**src/rtl/alu_pkg.sv**
```systemverilog
// Shared types and BCD constants for the 65C02 ALU post-adder stage.
package alu_pkg;

  typedef enum logic [1:0] {
    IDLE,
    ADJ,
    HOLD
  } state_t;

  localparam logic [7:0] BCD_LO_ADJ = 8'h06;
  localparam logic [7:0] BCD_HI_ADJ = 8'h60;
  localparam logic [7:0] BCD_MAX    = 8'h99;

endpackage

```
**src/rtl/bcd_correct.sv**
```systemverilog
// Combinational BCD nibble correction of a binary adder sum for ADC/SBC in decimal mode.
module bcd_correct
  import alu_pkg::*;
(
  input  logic [7:0] i_sum,
  input  logic [7:0] i_carry,
  input  logic       i_sub,
  output logic [7:0] o_q,
  output logic       o_c
);

  logic       w_loAdj;
  logic       w_hiAdj;
  logic [7:0] w_loVal;
  logic [7:0] w_hiVal;
  logic       w_unusedCarry;

  // Only the half carry and the carry-out steer the correction.
  assign w_unusedCarry = ^{i_carry[6:4], i_carry[2:0]};

  always_comb begin
    if (i_sub) begin
      w_loAdj = ~i_carry[3];
      w_hiAdj = ~i_carry[7];
    end else begin
      w_loAdj = i_carry[3] | (i_sum[3:0] > 4'd9);
      w_hiAdj = i_carry[7] | (i_sum > BCD_MAX);
    end
  end

  assign w_loVal = w_loAdj ? BCD_LO_ADJ : 8'h00;
  assign w_hiVal = w_hiAdj ? BCD_HI_ADJ : 8'h00;

  assign o_q = i_sub ? (i_sum - w_loVal - w_hiVal) : (i_sum + w_loVal + w_hiVal);
  assign o_c = i_sub ? i_carry[7] : w_hiAdj;

endmodule

```
**src/rtl/dec_adjust.sv**
```systemverilog
// Final ALU result/flag stage: binary ops retire in one cycle, decimal ops spend an
// extra ADJ cycle for BCD correction; valid/ready on both sides.
module dec_adjust
  import alu_pkg::*;
(
  input  logic       clk,
  input  logic       rst_n,
  input  logic       in_valid,
  output logic       in_ready,
  input  logic [7:0] R,
  input  logic [7:0] CARRY,
  input  logic       A7,
  input  logic       B7,
  input  logic       SUB,
  input  logic       D,
  output logic       out_valid,
  input  logic       out_ready,
  output logic [7:0] Q,
  output logic       N,
  output logic       V,
  output logic       Z,
  output logic       C
);

  state_t     r_state;
  logic [7:0] r_sum;
  logic [7:0] r_carry;
  logic       r_a7;
  logic       r_b7;
  logic       r_sub;
  logic       r_d;
  logic [7:0] r_q;
  logic       r_n;
  logic       r_v;
  logic       r_z;
  logic       r_c;

  logic       w_accept;
  logic       w_liveV;
  logic       w_regV;
  logic [7:0] w_bcdQ;
  logic       w_bcdC;
  logic [7:0] w_adjQ;
  logic       w_adjC;

  assign in_ready  = (r_state == IDLE) | ((r_state == HOLD) & out_ready);
  assign out_valid = (r_state == HOLD);
  assign w_accept  = in_valid & in_ready;

  // Overflow always comes from the binary operands, even in decimal mode.
  assign w_liveV = (A7 == B7) & (R[7] != A7);
  assign w_regV  = (r_a7 == r_b7) & (r_sum[7] != r_a7);

  bcd_correct u_bcd (
    .i_sum   (r_sum),
    .i_carry (r_carry),
    .i_sub   (r_sub),
    .o_q     (w_bcdQ),
    .o_c     (w_bcdC)
  );

  assign w_adjQ = r_d ? w_bcdQ : r_sum;
  assign w_adjC = r_d ? w_bcdC : r_carry[7];

  always_ff @(posedge clk or negedge rst_n) begin
    if (!rst_n) begin
      r_state <= IDLE;
      r_sum   <= '0;
      r_carry <= '0;
      r_a7    <= 1'b0;
      r_b7    <= 1'b0;
      r_sub   <= 1'b0;
      r_d     <= 1'b0;
      r_q     <= '0;
      r_n     <= 1'b0;
      r_v     <= 1'b0;
      r_z     <= 1'b0;
      r_c     <= 1'b0;
    end else begin
      if (w_accept) begin
        r_sum   <= R;
        r_carry <= CARRY;
        r_a7    <= A7;
        r_b7    <= B7;
        r_sub   <= SUB;
        r_d     <= D;
      end
      unique case (r_state)
        IDLE, HOLD: begin
          // Binary results go straight to the output register so HOLD can chain with no bubble.
          if (w_accept) begin
            if (D) begin
              r_state <= ADJ;
            end else begin
              r_state <= HOLD;
              r_q     <= R;
              r_n     <= R[7];
              r_z     <= (R == 8'h00);
              r_c     <= CARRY[7];
              r_v     <= w_liveV;
            end
          end else if ((r_state == HOLD) && out_ready) begin
            r_state <= IDLE;
          end
        end
        ADJ: begin
          r_state <= HOLD;
          r_q     <= w_adjQ;
          r_n     <= w_adjQ[7];
          r_z     <= (w_adjQ == 8'h00);
          r_c     <= w_adjC;
          r_v     <= w_regV;
        end
        default: r_state <= IDLE;
      endcase
    end
  end

  assign Q = r_q;
  assign N = r_n;
  assign V = r_v;
  assign Z = r_z;
  assign C = r_c;

endmodule
```
**config.mk**
```make
export PLATFORM = sky130hd
export DESIGN_NAME = dec_adjust
export DESIGN_NICKNAME = d
export VERILOG_FILES = /design/src/rtl/alu_pkg.sv /design/src/rtl/bcd_correct.sv /design/src/rtl/dec_adjust.sv
export SDC_FILE = /design/constraint.sdc
export NUM_CORES = 1
export LEC_CHECK = 0
export CAP_MARGIN = 20
export CORE_ASPECT_RATIO = 1.1
export CORE_MARGIN = 1
export CORE_UTILIZATION = 30
export DETAILED_ROUTE_END_ITERATION = 8
export PLACE_DENSITY = 0.63
export SYNTH_ARGS = -nofsm -noshare
export SYNTH_HDL_FRONTEND = slang
export SYNTH_SLANG_ARGS = --single-unit
export TNS_END_PERCENT = 50
```
**constraint.sdc**
```tcl
create_clock -name clk -period 4 [get_ports clk]
set_input_delay 0.8 -clock clk [delete_from_list [all_inputs] [get_ports clk]]
set_output_delay 0.8 -clock clk [all_outputs]
set_load 0.05 [all_outputs]
```
Word level (Yosys, flattened, before mapping)
Cells that the tools add are included.

storage, ports and cells
  bits in registers = 34
  bits of input ports = 24
  output and inout bits = 14

operators by class
  add/subtract/negate cells = 4
  order comparisons = 2
  equal/unequal tests = 9
  mux-type cells = 27
  bitwise gates (word level) = 9
  reduce and logical (&&, ||, !) cells = 7

operators by type and width
  kind                                            count
  two-way mux 8 bit                               4
  adder 8 bit                                     2
  zero test 8 bit                                 2
  one-hot mux 8 bit (2 select lines)              1
  subtractor 8 bit                                2
  two-way mux 1 bit                               12
  > comparator 8 bit (second input constant)      1
  one-hot mux 1 bit (2 select lines)              4
  two-way mux 7 bit                               1
  two-way mux 2 bit                               3
  bitwise AND 1 bit                               4
  > comparator 4 bit (second input constant)      1
  != test 2 bit (second input constant)           2
  one-hot mux 2 bit (2 select lines)              1
  two-way mux 3 bit                               1
  != test 3 bit (second input constant)           1
  bitwise OR 1 bit                                3
  AND reduction 3 bit                             1
  == test 1 bit                                   2
  == test 2 x 1 -> 1 bit (second input constant)  1
  == test 2 bit (second input constant)           1
  zero test 2 bit                                 1
  != test 1 bit                                   2
  inverter 1 bit                                  2
  other kinds (3)                                 3

Depth between registers and ports, before layout
Gate-level depths: netlist (run 1).

  depth after elaboration = 10
  gate-level depth with buffers = 14
  depth with buffers taken out = 14

Hierarchy
Synthesis (run 1) repeated with hierarchy kept, for this count alone.

second synthesis, totals
  cell total of the unflattened synthesis = 216
  area, all modules = 2214.6 um^2

modules (own cells, without submodules)
  module       instances  cells an instance  area an instance (um^2)  sequential area each (um^2)
  dec_adjust   1          132                1601.5                   825.8
  bcd_correct  1          84                 613.1                    0.0

Least setup slack after synthesis (run 1)
OpenSTA, ideal clock, no wires.

  path kind = reg-to-reg
  start = register r_sum[1]
  end = register r_z (netlist: Z)
  data arrival time = 3.043 ns
  slack = 0.854 ns
  cell stages (with the launch flop) = 14
  path buffers = 0
  period minus slack after synthesis = 3.146 ns
  cell sequence = dfrtp_1 inv_1 ha_1 o21ai_0 a211oi_1 a21oi_1 ha_1 inv_1 fa_1 or4_1 a21oi_1 a31oi_1 xnor2_1 o41ai_2

between the ends
  cells in the longest elaborated chain, start to end = 10

ends and longest elaborated chain
  element                                                       line               RTL
  from (decl)                                                   dec_adjust.sv:26   logic [7:0] r_sum;
  from (signal assigned)                                        dec_adjust.sv:68   r_sum <= '0;
  from (signal assigned)                                        dec_adjust.sv:81   r_sum <= R;
  > comparator 4 bit                                            bcd_correct.sv:26  w_loAdj = i_carry[3] | (i_sum[3:0] > 4'd9);
  bitwise OR 1 bit                                              bcd_correct.sv:26
  two-way mux 1 bit                                             bcd_correct.sv:22  if (i_sub) begin
  two-way mux 3 bit                                             bcd_correct.sv:31  assign w_loVal = w_loAdj ? BCD_LO_ADJ : 8'h00;
  adder 8 bit or subtractor 8 bit (tied branches) (2 in a row)  bcd_correct.sv:34  assign o_q = i_sub ? (i_sum - w_loVal - w_hiVal) : (i_sum + w_loVal + w_hiVal);
  two-way mux 8 bit                                             bcd_correct.sv:34
  two-way mux 8 bit *                                           dec_adjust.sv:62   assign w_adjQ = r_d ? w_bcdQ : r_sum;
  zero test 8 bit *                                             dec_adjust.sv:110  r_z <= (w_adjQ == 8'h00);
  one-hot mux 1 bit (2 select lines) *                          dec_adjust.sv:88   unique case (r_state)
  to (signal assigned)                                          dec_adjust.sv:98   r_z <= (R == 8'h00);
  to (signal assigned)                                          dec_adjust.sv:110
  to (decl)                                                     dec_adjust.sv:35   logic r_z;

Mark *: on every way between the ends. The rest lies on a longest branch, timed or not.
A chain may end at the register's enable or synchronous reset.

Final worst setup path (run 1)
Same ends and word-level chain as after synthesis.

==> results of run 1 <==
==> routing by layer <==
layer	vias to the layer above	global-route usage	wire length [µm]	share of wire
li1	762	-	-	-
met1	731	0.183	1940	0.46
met2	47	0.235	2010	0.48
met3	4	0.0290	212	0.051
met4	0	0.0223	28	0.0067
met5	-	0	0	0
==> logic make-up after synthesis <==
| kind of cell | Yosys count |
|---|---|
| simple gates | 62 |
| fa+ha+maj | 15 |
| flops | 27 |
| compound gates | 50 |
| buf+inv | 25 |
| mux | 17 |
| xor+xnor | 6 |
==> state kept, by name (all words and copies together), names as in the netlist, 2 cells and up <==
name / flops
r_state: 2
r_carry: 2
Q: 8
r_sum: 8
==> worst max-delay path: stages (launching register included) <==
cell      delay (ns)
dfrtp_1         0.45
inv_1           0.11
ha_1            0.18
o21ai_0         0.25
a211oi_1        0.12
a21oi_1         0.41
ha_1            0.23
inv_1           0.06
fa_1            0.44
or4_1           0.50
a21oi_1         0.13
a31oi_1         0.07
xnor2_1         0.18
o41ai_2         0.33
==> cell type report <==
type	count	area (µm²)
Fill cell	611	3610
Clock inverter	1	5.00
Clock buffer	3	41.3
Timing Repair Buffer	34	333
Sequential cell	27	676
Tap cell	77	96.3
Inverter	13	48.8
Multi-Input combinational cell	150	1100
==> power groups by stage <==
stage | combinational (W) | sequential (W) | clock, W
global placement | 0.000731 | 0.000422 | 0
floorplan | 0.000431 | 0.000530 | 0
CTS | 0.000744 | 0.000419 | 0.000161
detailed placement | 0.000741 | 0.000425 | 0
finish | 0.000738 | 0.000418 | 0.000155
global route | 0.000812 | 0.000431 | 0.000172
==> cell usage after synthesis, types with 2 or more instances <==
cell type / instances / area (µm²)
a211oi_1: 6 / 45.0
a21boi_0: 2 / 15.0
a21o_1: 3 / 22.5
a21oi_1: 9 / 45.0
a221o_1: 2 / 20.0
a31oi_1: 3 / 18.8
and2_1: 2 / 12.5
and3_1: 2 / 12.5
buf_2: 3 / 15.0
clkbuf_1: 7 / 26.3
dfrtp_1: 27 / 676
ha_1: 14 / 175
inv_1: 13 / 48.8
mux2_2: 12 / 135
mux2i_1: 5 / 50.1
nand2_1: 17 / 63.8
nand2b_1: 4 / 25.0
nand3_1: 2 / 10.0
nand4_1: 4 / 25.0
nor2_1: 14 / 52.6
nor2b_1: 5 / 31.3
nor3_1: 2 / 10.0
nor4_1: 2 / 12.5
o211ai_1: 3 / 22.5
o211ai_2: 2 / 25.0
o21ai_0: 16 / 80.1
xnor2_1: 3 / 26.3
xor2_1: 3 / 26.3
==> through the flow <==
| stage | worst slack (ns) | hold WS, ns | util | cell area, µm² | std cells |
|---|---|---|---|---|---|
| 3_5_place_dp | 0.419 | 0.506 | 0.382 | 2260 | 301 |
| 4_1_cts | 0.395 | 0.534 | 0.389 | 2300 | 305 |
| 6_report | 0.436 | 0.529 | 0.389 | 2300 | 305 |
| 3_3_place_gp | 0.448 | 0.513 | 0.382 | 2260 | 301 |
| 5_1_grt | 0.0980 | 0.549 | 0.389 | 2300 | 305 |
| 2_1_floorplan | 0.854 | 0.504 | - | 1880 | 202 |
==> worst paths after layout <==
kind	start	endpoint	slack [ns]	cells past startpoint
hold / removal	Q[1]	Q[1]	0.53	1
max in group asynchronous	rst_n	r_sub	2.84	2
setup / recovery	r_sum[1]	Z	0.44	13
hold reg to reg	Q[1]	Q[1]	0.53	1
min in group asynchronous	rst_n	r_sum[4]	0.90	2
setup reg to reg	r_sum[1]	Z	0.44	13
==> metrics.md, run 1 <==
| Metric | Value |
|---|---|
| Drt pass-1 iters | 4 |
| Routed vias | 1544 |
| DRT iter0 DRCs | 44 |
| Final Critical Period | between 3 and 4 ns |
| Vias in the first global route | about 1600 |
| Most used DFF post-synth | dfrtp_1 |
| Setup TNS | 0 ns |
| Critical Path AT | between 3 and 4 ns |
| CTS H-Tree Depth | 1 |
| DRT Wirelength | 4190 µm |
| Clock Latency Late Sink | 0.27 ns |
| Complex-gate fraction of the synthesized area | 0.178 |
| Largest net degree at the start of global routing | 28 |
| CP Class | flip-flop to flip-flop |
| Post-CTS setup buffers | 0 |
| Adder-cell share of the synthesized area | 0.104 |
| Clk pwr share | 0.118 |
| FP Rows | 29 |
| Drt drc | 0 |
| Final Wtd Congestion | around 0.86 |
| Max Root-Sink Buffers | 2 |
| First-pass GRT wire length | roughly 7300 µm |
| Core area | between 0.005 and 0.006 mm² |
| Antenna Nets Post-Route | 0 |
| Total global routing overflow | 0 |
| VDD IR max | roughly 0.00032 V |
| Rel. slew slack | 0.531 |
| Die ar. | between 0.006 and 0.007 mm² |
| RSZ-0062 raised after global routing | no |
| Area grow syn2layout | 22.3% |
| CTS tree | done |
| Post-Synthesis Cells | about 200 |
| Mux cell area share after synthesis | 0.0983 |
| Post-DR vias/cell | between 5 and 6 |
| Fmax | approximately 280 MHz |
| Crit Path Max Fanout | 6 |
| Total Power | about 0.0013 W |
| Nets | between 200 and 300 |
| Outcome | completed |
| Syn Area/Cell | ~9.3 µm² |
| FF+latch count, synth | 27 |
| Largest family of logic cells by synthesized area | compound AO/OA/AOI/OAI gates |
| Initial antenna violation count | 0 |
| Starting density of the core | 0.318 |
| Post-synth EDFFs | 0 |
| Slew @ Worst Pin | approximately 0.7 ns |
| IO Pins | 38 |
| Leak Pwr | approximately 1 nW |
| Root Buffer | clkbuf_8 |
| Ys async rst share | 1.00 |
| Syn_nets | between 200 and 250 |
| Final setup violation count | 0 |
| Sw Share | 0.458 |
| Worst hold path class | flip-flop to flip-flop |
| Die Y | 85.1 µm |
| Most frequent cells in the layout | 31 x clkdlybuf4s50_1, 27 x dfrtp_1, 17 x nand2_1 |
| Sink Count | 27 |
| Setup crit start kind | flip-flop |
| Synth Warn # | 0 |
| Die extent in x | between 70 and 80 µm |
| Most common cell after layout, fill and taps aside | clkdlybuf4s50_1 |
| Port Buffers | 31 |
| Cell Int Power | 0.000711 W |
| N_diodes | 0 |
| XOR/XNOR Fraction of Synth Area | 0.0279 |
| Wirelength per Cell | roughly 14 µm |
| Tot GR Track Use | 0.138 |
| Setup Skew | ~0.0012 ns |
| Post-CTS Hold Buffers | 0 |
| CTS buffer count | 3 |
| Maxcap violations | 0 |
| Switching power | ~0.00060 W |
| PD cells | approximately 570 mW/mm² |
| Crit end category | flip-flop |
| Cell area after synthesis | approximately 0.0019 mm² |
| Sequential share of the synthesized area | 0.359 |
| Post_cts resized | 0 |
| Synth Area in Simple Gates | 0.175 |
| Worst endpoint required time | 4.18 ns |
| Reg clk slew, reported paths | 0.09 ns |
| Combinational share of power | 0.563 |
| Post-synthesis cell type count | 43 |
| Sequential group share of total power | 0.319 |
| Final Cycle Share | 0.891 |
| Slew Limit Fails | 0 |
| Layout cells sized above 1 | 0.114 |
| Count of final hold-check violations | 0 |
| DP HPWL | between 3000 and 4000 µm |
(Power assumes the default switching activity.)
==> inputs of run 2 (changes only) <==
--- a/config.mk
+++ b/config.mk
@@ -6,8 +6,8 @@
 export NUM_CORES = 1
 export LEC_CHECK = 0
 export CAP_MARGIN = 20
-export CORE_ASPECT_RATIO = 1.1
-export CORE_MARGIN = 1
+export CORE_ASPECT_RATIO = 0.5
+export CORE_MARGIN = 1.5
 export CORE_UTILIZATION = 30
 export DETAILED_ROUTE_END_ITERATION = 8
 export PLACE_DENSITY = 0.63
==> metrics.md, run 2 (synthesis gave the netlist of run 1 again) <==
| Metric | Value |
|---|---|
| Setup crit end | Z (unchanged) |
| Final Wtd Congestion | 0.796 (was 0.860) |
| Worst endpoint required time | 4.15 ns (was 4.18 ns) |
| FP Rows | 20 (was 29) |
| Setup Skew | 0.00259 ns (was 0.00121 ns) |
| Setup TNS | 0 ns (unchanged) |
| First-pass GRT wire length | 7300 µm (was 7250 µm) |
| Count of final hold-check violations | 0 (unchanged) |
| Cell Int Power | 0.000778 W (was 0.000711 W) |
| Outcome | completed (unchanged) |
| Crit Path Max Fanout | 6 (unchanged) |
| Crit end category | flip-flop (unchanged) |
| Non-Filler Instances | 316 (was 305) |
| Fmax | 284 MHz (was 281 MHz) |
| Placed insts | 312 (was 301) |
| DRT iter0 DRCs | 43 (was 44) |
| Drt pass-1 iters | 6 (was 4) |
| Reg2reg start | r_sum[1] (unchanged) |
| Final Critical Period | 3.52 ns (was 3.56 ns) |
| Most frequent cells in the layout | 31 x clkdlybuf4s50_1, 27 x dfrtp_1, 17 x nand2_1 (unchanged) |
| Antenna Nets Post-Route | 0 (unchanged) |
| Tot GR Track Use | 0.137 (was 0.138) |
| Area of the multi-input gates | 0.00111 mm² (was 0.00110 mm²) |
| Largest net degree at the start of global routing | 28 (unchanged) |
| Area grow syn2layout | 25.0% (was 22.3%) |
| Die extent in x | 115 µm (was 77.5 µm) |
| Sink Count | 27 (unchanged) |
| Worst hold path class | flip-flop to flip-flop (unchanged) |
| VDD IR max | 0.000240 V (was 0.000317 V) |
| Final setup violation count | 0 (unchanged) |
| Post-DP Area | 0.00227 mm² (was 0.00226 mm²) |
| DP HPWL | 3310 µm (was 3250 µm) |
| Design area | 0.00235 mm² (was 0.00230 mm²) |
| PD cells | 592 mW/mm² (was 569 mW/mm²) |
| CTS tree | done (unchanged) |
| Die Y | 59.0 µm (was 85.1 µm) |
| Sw Share | 0.441 (was 0.458) |
| Leak Pwr | 0.995 nW (was 0.982 nW) |
| Initial antenna violation count | 0 (unchanged) |
| CTS H-Tree Depth | 1 (unchanged) |
| Switching power | 0.000615 W (was 0.000600 W) |
| Slew Limit Fails | 0 (unchanged) |
| Critical Path AT | 3.67 ns (was 3.74 ns) |
| Core area | 0.00606 mm² (was 0.00591 mm²) |
| Most common cell after layout, fill and taps aside | clkdlybuf4s50_1 (unchanged) |
| Drt drc | 0 (unchanged) |
| CP Class | flip-flop to flip-flop (unchanged) |
| R2r endpoint | Z (unchanged) |
| Final core utilization | 0.389 (about the same) |
| Slew @ Worst Pin | 0.645 ns (was 0.701 ns) |
| Maxcap violations | 0 (unchanged) |
| N_diodes | 0 (unchanged) |
| Routed vias | 1493 (was 1544) |
| Reg2reg setup slack | 0.48 ns (was 0.44 ns) |
| Port Buffers | 31 (unchanged) |
| CTS buffer count | 3 (unchanged) |
| DRT Wirelength | 4270 µm (was 4190 µm) |
| Worst hold slack | 0.518 ns (was 0.529 ns) |
| Final Cycle Share | 0.880 (was 0.891) |
| Root Buffer | clkbuf_16 (was clkbuf_8) |
| IO Pins | 38 (unchanged) |
| Die ar. | 0.00679 mm² (was 0.00660 mm²) |
| Combinational share of power | 0.536 (was 0.563) |
| Total global routing overflow | 0 (unchanged) |
| Reg clk slew, reported paths | 0.07 ns (was 0.09 ns) |
| Nets | 268 (unchanged) |
| Sequential group share of total power | 0.301 (was 0.319) |
| Setup crit start kind | flip-flop (unchanged) |
| Clk pwr share | 0.162 (was 0.118) |
| Post-CTS setup buffers | 0 (unchanged) |
| Clock Latency Late Sink | 0.26 ns (was 0.27 ns) |
| Vias in the first global route | 1498 (was 1553) |
| Rel. slew slack | 0.569 (was 0.531) |
| Post-DR vias/cell | 4.72 (was 5.06) |
| Max Root-Sink Buffers | 2 (unchanged) |
| Layout cells sized above 1 | 0.114 (unchanged) |
| Starting density of the core | 0.311 (was 0.318) |
| Wirelength per Cell | 13.5 µm (was 13.7 µm) |
| RSZ-0062 raised after global routing | no (unchanged) |
| FF+latch area | 676 µm² (unchanged) |
| Fillers | 618 (was 611) |
| Crit path launch | r_sum[1] (unchanged) |
| FF-to-FF path depth | 14 (was 13) |
-- run 2: changes by cell type in the layout (fill, tap and decap cells not counted), sizes merged --
cell,previous run,this run
clkbuf,3,4
clkinv,1,0
-- run 2: critical path, stage by stage (launching register included) --
cell,delay (ns)
dfrtp_1,0.47
inv_1,0.11
ha_1,0.18
o21ai_0,0.25
nand3_1,0.12
a31oi_1,0.23
nor3_1,0.07
a21oi_1,0.32
ha_1,0.25
or3b_4,0.40
nor3_2,0.15
and3b_1,0.21
o211ai_2,0.17
o211ai_2,0.15
o41ai_2,0.35
-- run 2: power by group through the flow --
stage | clock network, W | registers [W] | logic, W
after floorplan | 0 | 0.000530 | 0.000431
after global placement | 0 | 0.000422 | 0.000736
after detailed placement | 0 | 0.000424 | 0.000748
after CTS | 0.000229 | 0.000420 | 0.000752
after global routing | 0.000241 | 0.000434 | 0.000824
final | 0.000226 | 0.000420 | 0.000748
-- run 2: what timing repair did --
action                     4_1_cts  5_1_grt
hold buffers                     0        0
gates resized for setup          0        1
setup endpoints to repair        0        1
-- run 2: worst min-delay path by stage --
| stage | start | end | slack, ns | cells past startpoint |
|---|---|---|---|---|
| floorplan | rst_n | C | 0.50 | 0 |
| global placement | Q[1] | Q[1] | 0.50 | 1 |
| global route | Q[1] | Q[1] | 0.54 | 1 |
| CTS | Q[1] | Q[1] | 0.52 | 1 |
| finish | Q[0] | Q[0] | 0.52 | 1 |
| detailed placement | Q[0] | Q[0] | 0.51 | 1 |
-- run 2: cell type report --
type                       instances  share of cell area
multi-input combinational        150               0.470
sequential                        27               0.287
timing repair buffer              34               0.141
tap                               88              0.0468
clock buffer                       4              0.0335
inverter                          13              0.0207
-- run 2: metal layers --
| metal | part of all wire | routed length, µm | track usage |
|---|---|---|---|
| met5 | 0 | 0 | 0 |
| met2 | 0.47 | 2000 | 0.223 |
| met3 | 0.021 | 88 | 0.0143 |
| met1 | 0.50 | 2150 | 0.199 |
| met4 | 0.0059 | 25 | 0.0282 |
-- run 2: through the flow --
stage	power [W]	setup slack (ns)
final	0.00139	0.482
after global placement	0.00116	0.490
after CTS	0.00140	0.338
after global routing	0.00150	0.0855
after floorplan	0.000961	0.854
after detailed placement	0.00117	0.337
==> inputs of run 3 (changes only) <==
--- a/config.mk
+++ b/config.mk
@@ -7,8 +7,8 @@
 export LEC_CHECK = 0
 export CAP_MARGIN = 20
 export CORE_ASPECT_RATIO = 0.5
-export CORE_MARGIN = 1.5
 export CORE_UTILIZATION = 30
+export CTS_BUF_LIST = sky130_fd_sc_hd__clkbuf_4
 export DETAILED_ROUTE_END_ITERATION = 8
 export PLACE_DENSITY = 0.63
 export SYNTH_ARGS = -nofsm -noshare
==> metrics.md, run 3 (synthesis gave the netlist of run 1 again) <==
| Metric | Value |
|---|---|
| Setup Skew | 0.0117 ns (was 0.00259 ns) |
| Crit Path Max Fanout | 6 (unchanged) |
| Max incr delay on CP | 0.49 ns (was 0.47 ns) |
| Reg2reg start | r_sum[1] (unchanged) |
| Clock Latency Late Sink | 0.34 ns (was 0.26 ns) |
| IO Pins | 38 (unchanged) |
| Area grow syn2layout | 22.1% (was 25.0%) |
| Most frequent cells in the layout | 31 x clkdlybuf4s50_1, 27 x dfrtp_1, 17 x nand2_1 (unchanged) |
| Fmax | 281 MHz (was 284 MHz) |
| CTS tree | done (unchanged) |
| Rel. slew slack | 0.559 (was 0.569) |
| Die Y | 58.0 µm (was 59.0 µm) |
| Final Critical Period | 3.56 ns (was 3.52 ns) |
| Leak Pwr | 0.971 nW (was 0.995 nW) |
| Worst path buffer plus inverter count | 1 (unchanged) |
| Clk pwr share | 0.096 (was 0.162) |
| Setup crit start kind | flip-flop (unchanged) |
| Slew @ Worst Pin | 0.660 ns (was 0.645 ns) |
| Crit path max-delay cell type | dfrtp_1 (unchanged) |
| Worst hold path class | flip-flop to flip-flop (unchanged) |
| Slew Limit Fails | 0 (unchanged) |
| Worst slack at placement | 0.323 ns (was 0.337 ns) |
| CTS H-Tree Depth | 1 (unchanged) |
| Combinational share of power | 0.580 (was 0.536) |
| VDD IR max | 0.000204 V (was 0.000240 V) |
| Sw Share | 0.477 (was 0.441) |
| Crit end category | flip-flop (unchanged) |
| Die ar. | 0.00662 mm² (was 0.00679 mm²) |
| DRT iter0 DRCs | 117 (was 43) |
| Post_cts resized | 0 (unchanged) |
| Cell family with most CP delay | compound AO/OA/AOI/OAI gates (unchanged) |
| Layout cells sized above 1 | 0.118 (was 0.114) |
| Final Wtd Congestion | 0.810 (was 0.796) |
| Antenna Nets Post-Route | 0 (unchanged) |
| Max Root-Sink Buffers | 2 (unchanged) |
| Crit-path cells | inv_1, ha_1, o21ai_0, nand3_1, a31oi_1, nor3_1, a21oi_1, ha_1, or3b_4, nor3_2, and3b_1, o211ai_2, o211ai_2, o41ai_2 (unchanged) |
| Total Power | 0.00130 W (was 0.00139 W) |
| Sequential group share of total power | 0.323 (was 0.301) |
| Worst endpoint required time | 4.26 ns (was 4.15 ns) |
| Tot GR Track Use | 0.139 (was 0.137) |
| Setup TNS | 0 ns (unchanged) |
| PD cells | 565 mW/mm² (was 592 mW/mm²) |
| FP Rows | 19 (was 20) |
| Post-CTS Hold Buffers | 0 (unchanged) |
| Core area | 0.00575 mm² (was 0.00606 mm²) |
| First-pass GRT wire length | 7130 µm (was 7300 µm) |
| Switching power | 0.000619 W (was 0.000615 W) |
| CP Class | flip-flop to flip-flop (unchanged) |
| Count of final hold-check violations | 0 (unchanged) |
| Hold Startpoint | Q[0] (unchanged) |
| Root Buffer | clkbuf_4 (was clkbuf_16) |
| Final Cycle Share | 0.889 (was 0.880) |
| Reg clk slew, reported paths | 0.16 ns (was 0.07 ns) |
| RSZ-0062 raised after global routing | no (unchanged) |
| Die extent in x | 114 µm (was 115 µm) |
| Wirelength per Cell | 13.9 µm (was 13.5 µm) |
| Crit path launch | r_sum[1] (unchanged) |
| Routed vias | 1528 (was 1493) |
| Starting density of the core | 0.327 (was 0.311) |
| Post-CTS setup buffers | 0 (unchanged) |
| Final WS setup | 0.445 ns (was 0.482 ns) |
| Nets | 268 (unchanged) |
| Final setup violation count | 0 (unchanged) |
| DRT Wirelength | 4350 µm (was 4270 µm) |
| Drt pass-1 iters | 4 (was 6) |
| Vias in the first global route | 1457 (was 1498) |
| Largest net degree at the start of global routing | 28 (unchanged) |
| Most common cell after layout, fill and taps aside | clkdlybuf4s50_1 (unchanged) |
| DP HPWL | 3300 µm (was 3310 µm) |
| Cell Int Power | 0.000679 W (was 0.000778 W) |
| Critical Path AT | 3.81 ns (was 3.67 ns) |
| Maxcap violations | 0 (unchanged) |
| Drt drc | 0 (unchanged) |
| N_diodes | 0 (unchanged) |
| Post-DR vias/cell | 4.90 (was 4.72) |
| Total global routing overflow | 0 (unchanged) |
| Final core utilization | 0.400 (was 0.389) |
| CTS buffer count | 3 (unchanged) |
| Sink Count | 27 (unchanged) |
| Outcome | completed (unchanged) |
| Initial antenna violation count | 0 (unchanged) |
| Port Buffers | 31 (unchanged) |
-- run 3: changes by cell type in the layout (fill, tap and decap cells not counted) --
cell,change
clkbuf_1,-1
clkinvlp_4,+1
clkbuf_4,+3
clkbuf_16,-3
-- run 3: area by class of cell --
cell class,instances,area [µm²]
Fill cell,602,3450
Inverter,13,48.8
Clock buffer,3,22.5
Timing Repair Buffer,34,333
Sequential cell,27,676
Clock inverter,1,7.51
Multi-Input combinational cell,150,1110
Tap cell,84,105
-- run 3: metrics by stage --
stage                     hold WS, ns  cells  instance area, µm²
after floorplan                 0.504    202                1880
after global placement          0.505    308                2270
after detailed placement        0.513    308                2270
after CTS                       0.548    312                2300
after global routing            0.576    312                2300
final                           0.537    312                2300
-- run 3: worst register-to-register path, delay by kind of cell (launching register included) --
family	cells	cell delay, ns
flops	1	0.49
simple gates	5	0.96
buf+inv	1	0.11
compound gates	6	1.49
fa+ha+maj	2	0.45
-- run 3: power groups by stage --
stage / logic (W) / registers [W] / clock network [W]
5_1_grt: 0.000823 / 0.000433 / 0.000141
6_report: 0.000753 / 0.000420 / 0.000125
3_5_place_dp: 0.000750 / 0.000425 / 0
4_1_cts: 0.000754 / 0.000419 / 0.000130
3_3_place_gp: 0.000738 / 0.000422 / 0
2_1_floorplan: 0.000431 / 0.000530 / 0
-- run 3: layer usage --
layer / up-vias / GRT usage / wire length (µm)
li1: 768 / - / -
met1: 732 / 0.194 / 2180
met2: 21 / 0.227 / 1940
met3: 7 / 0.0188 / 166
met4: 0 / 0.0445 / 61
met5: - / 0 / 0
-- run 3: worst paths after layout --
| check | slack [ns] | endpoint | cells after the start |
|---|---|---|---|
| worst max-delay path | 0.44 | Z | 14 |
| worst min-delay path | 0.54 | Q[0] | 1 |
| worst max register to register | 0.44 | Z | 14 |
| worst min register to register | 0.54 | Q[0] | 1 |
| max in group asynchronous | 2.92 | r_sub | 2 |
| min in group asynchronous | 0.81 | Q[1] | 2 |
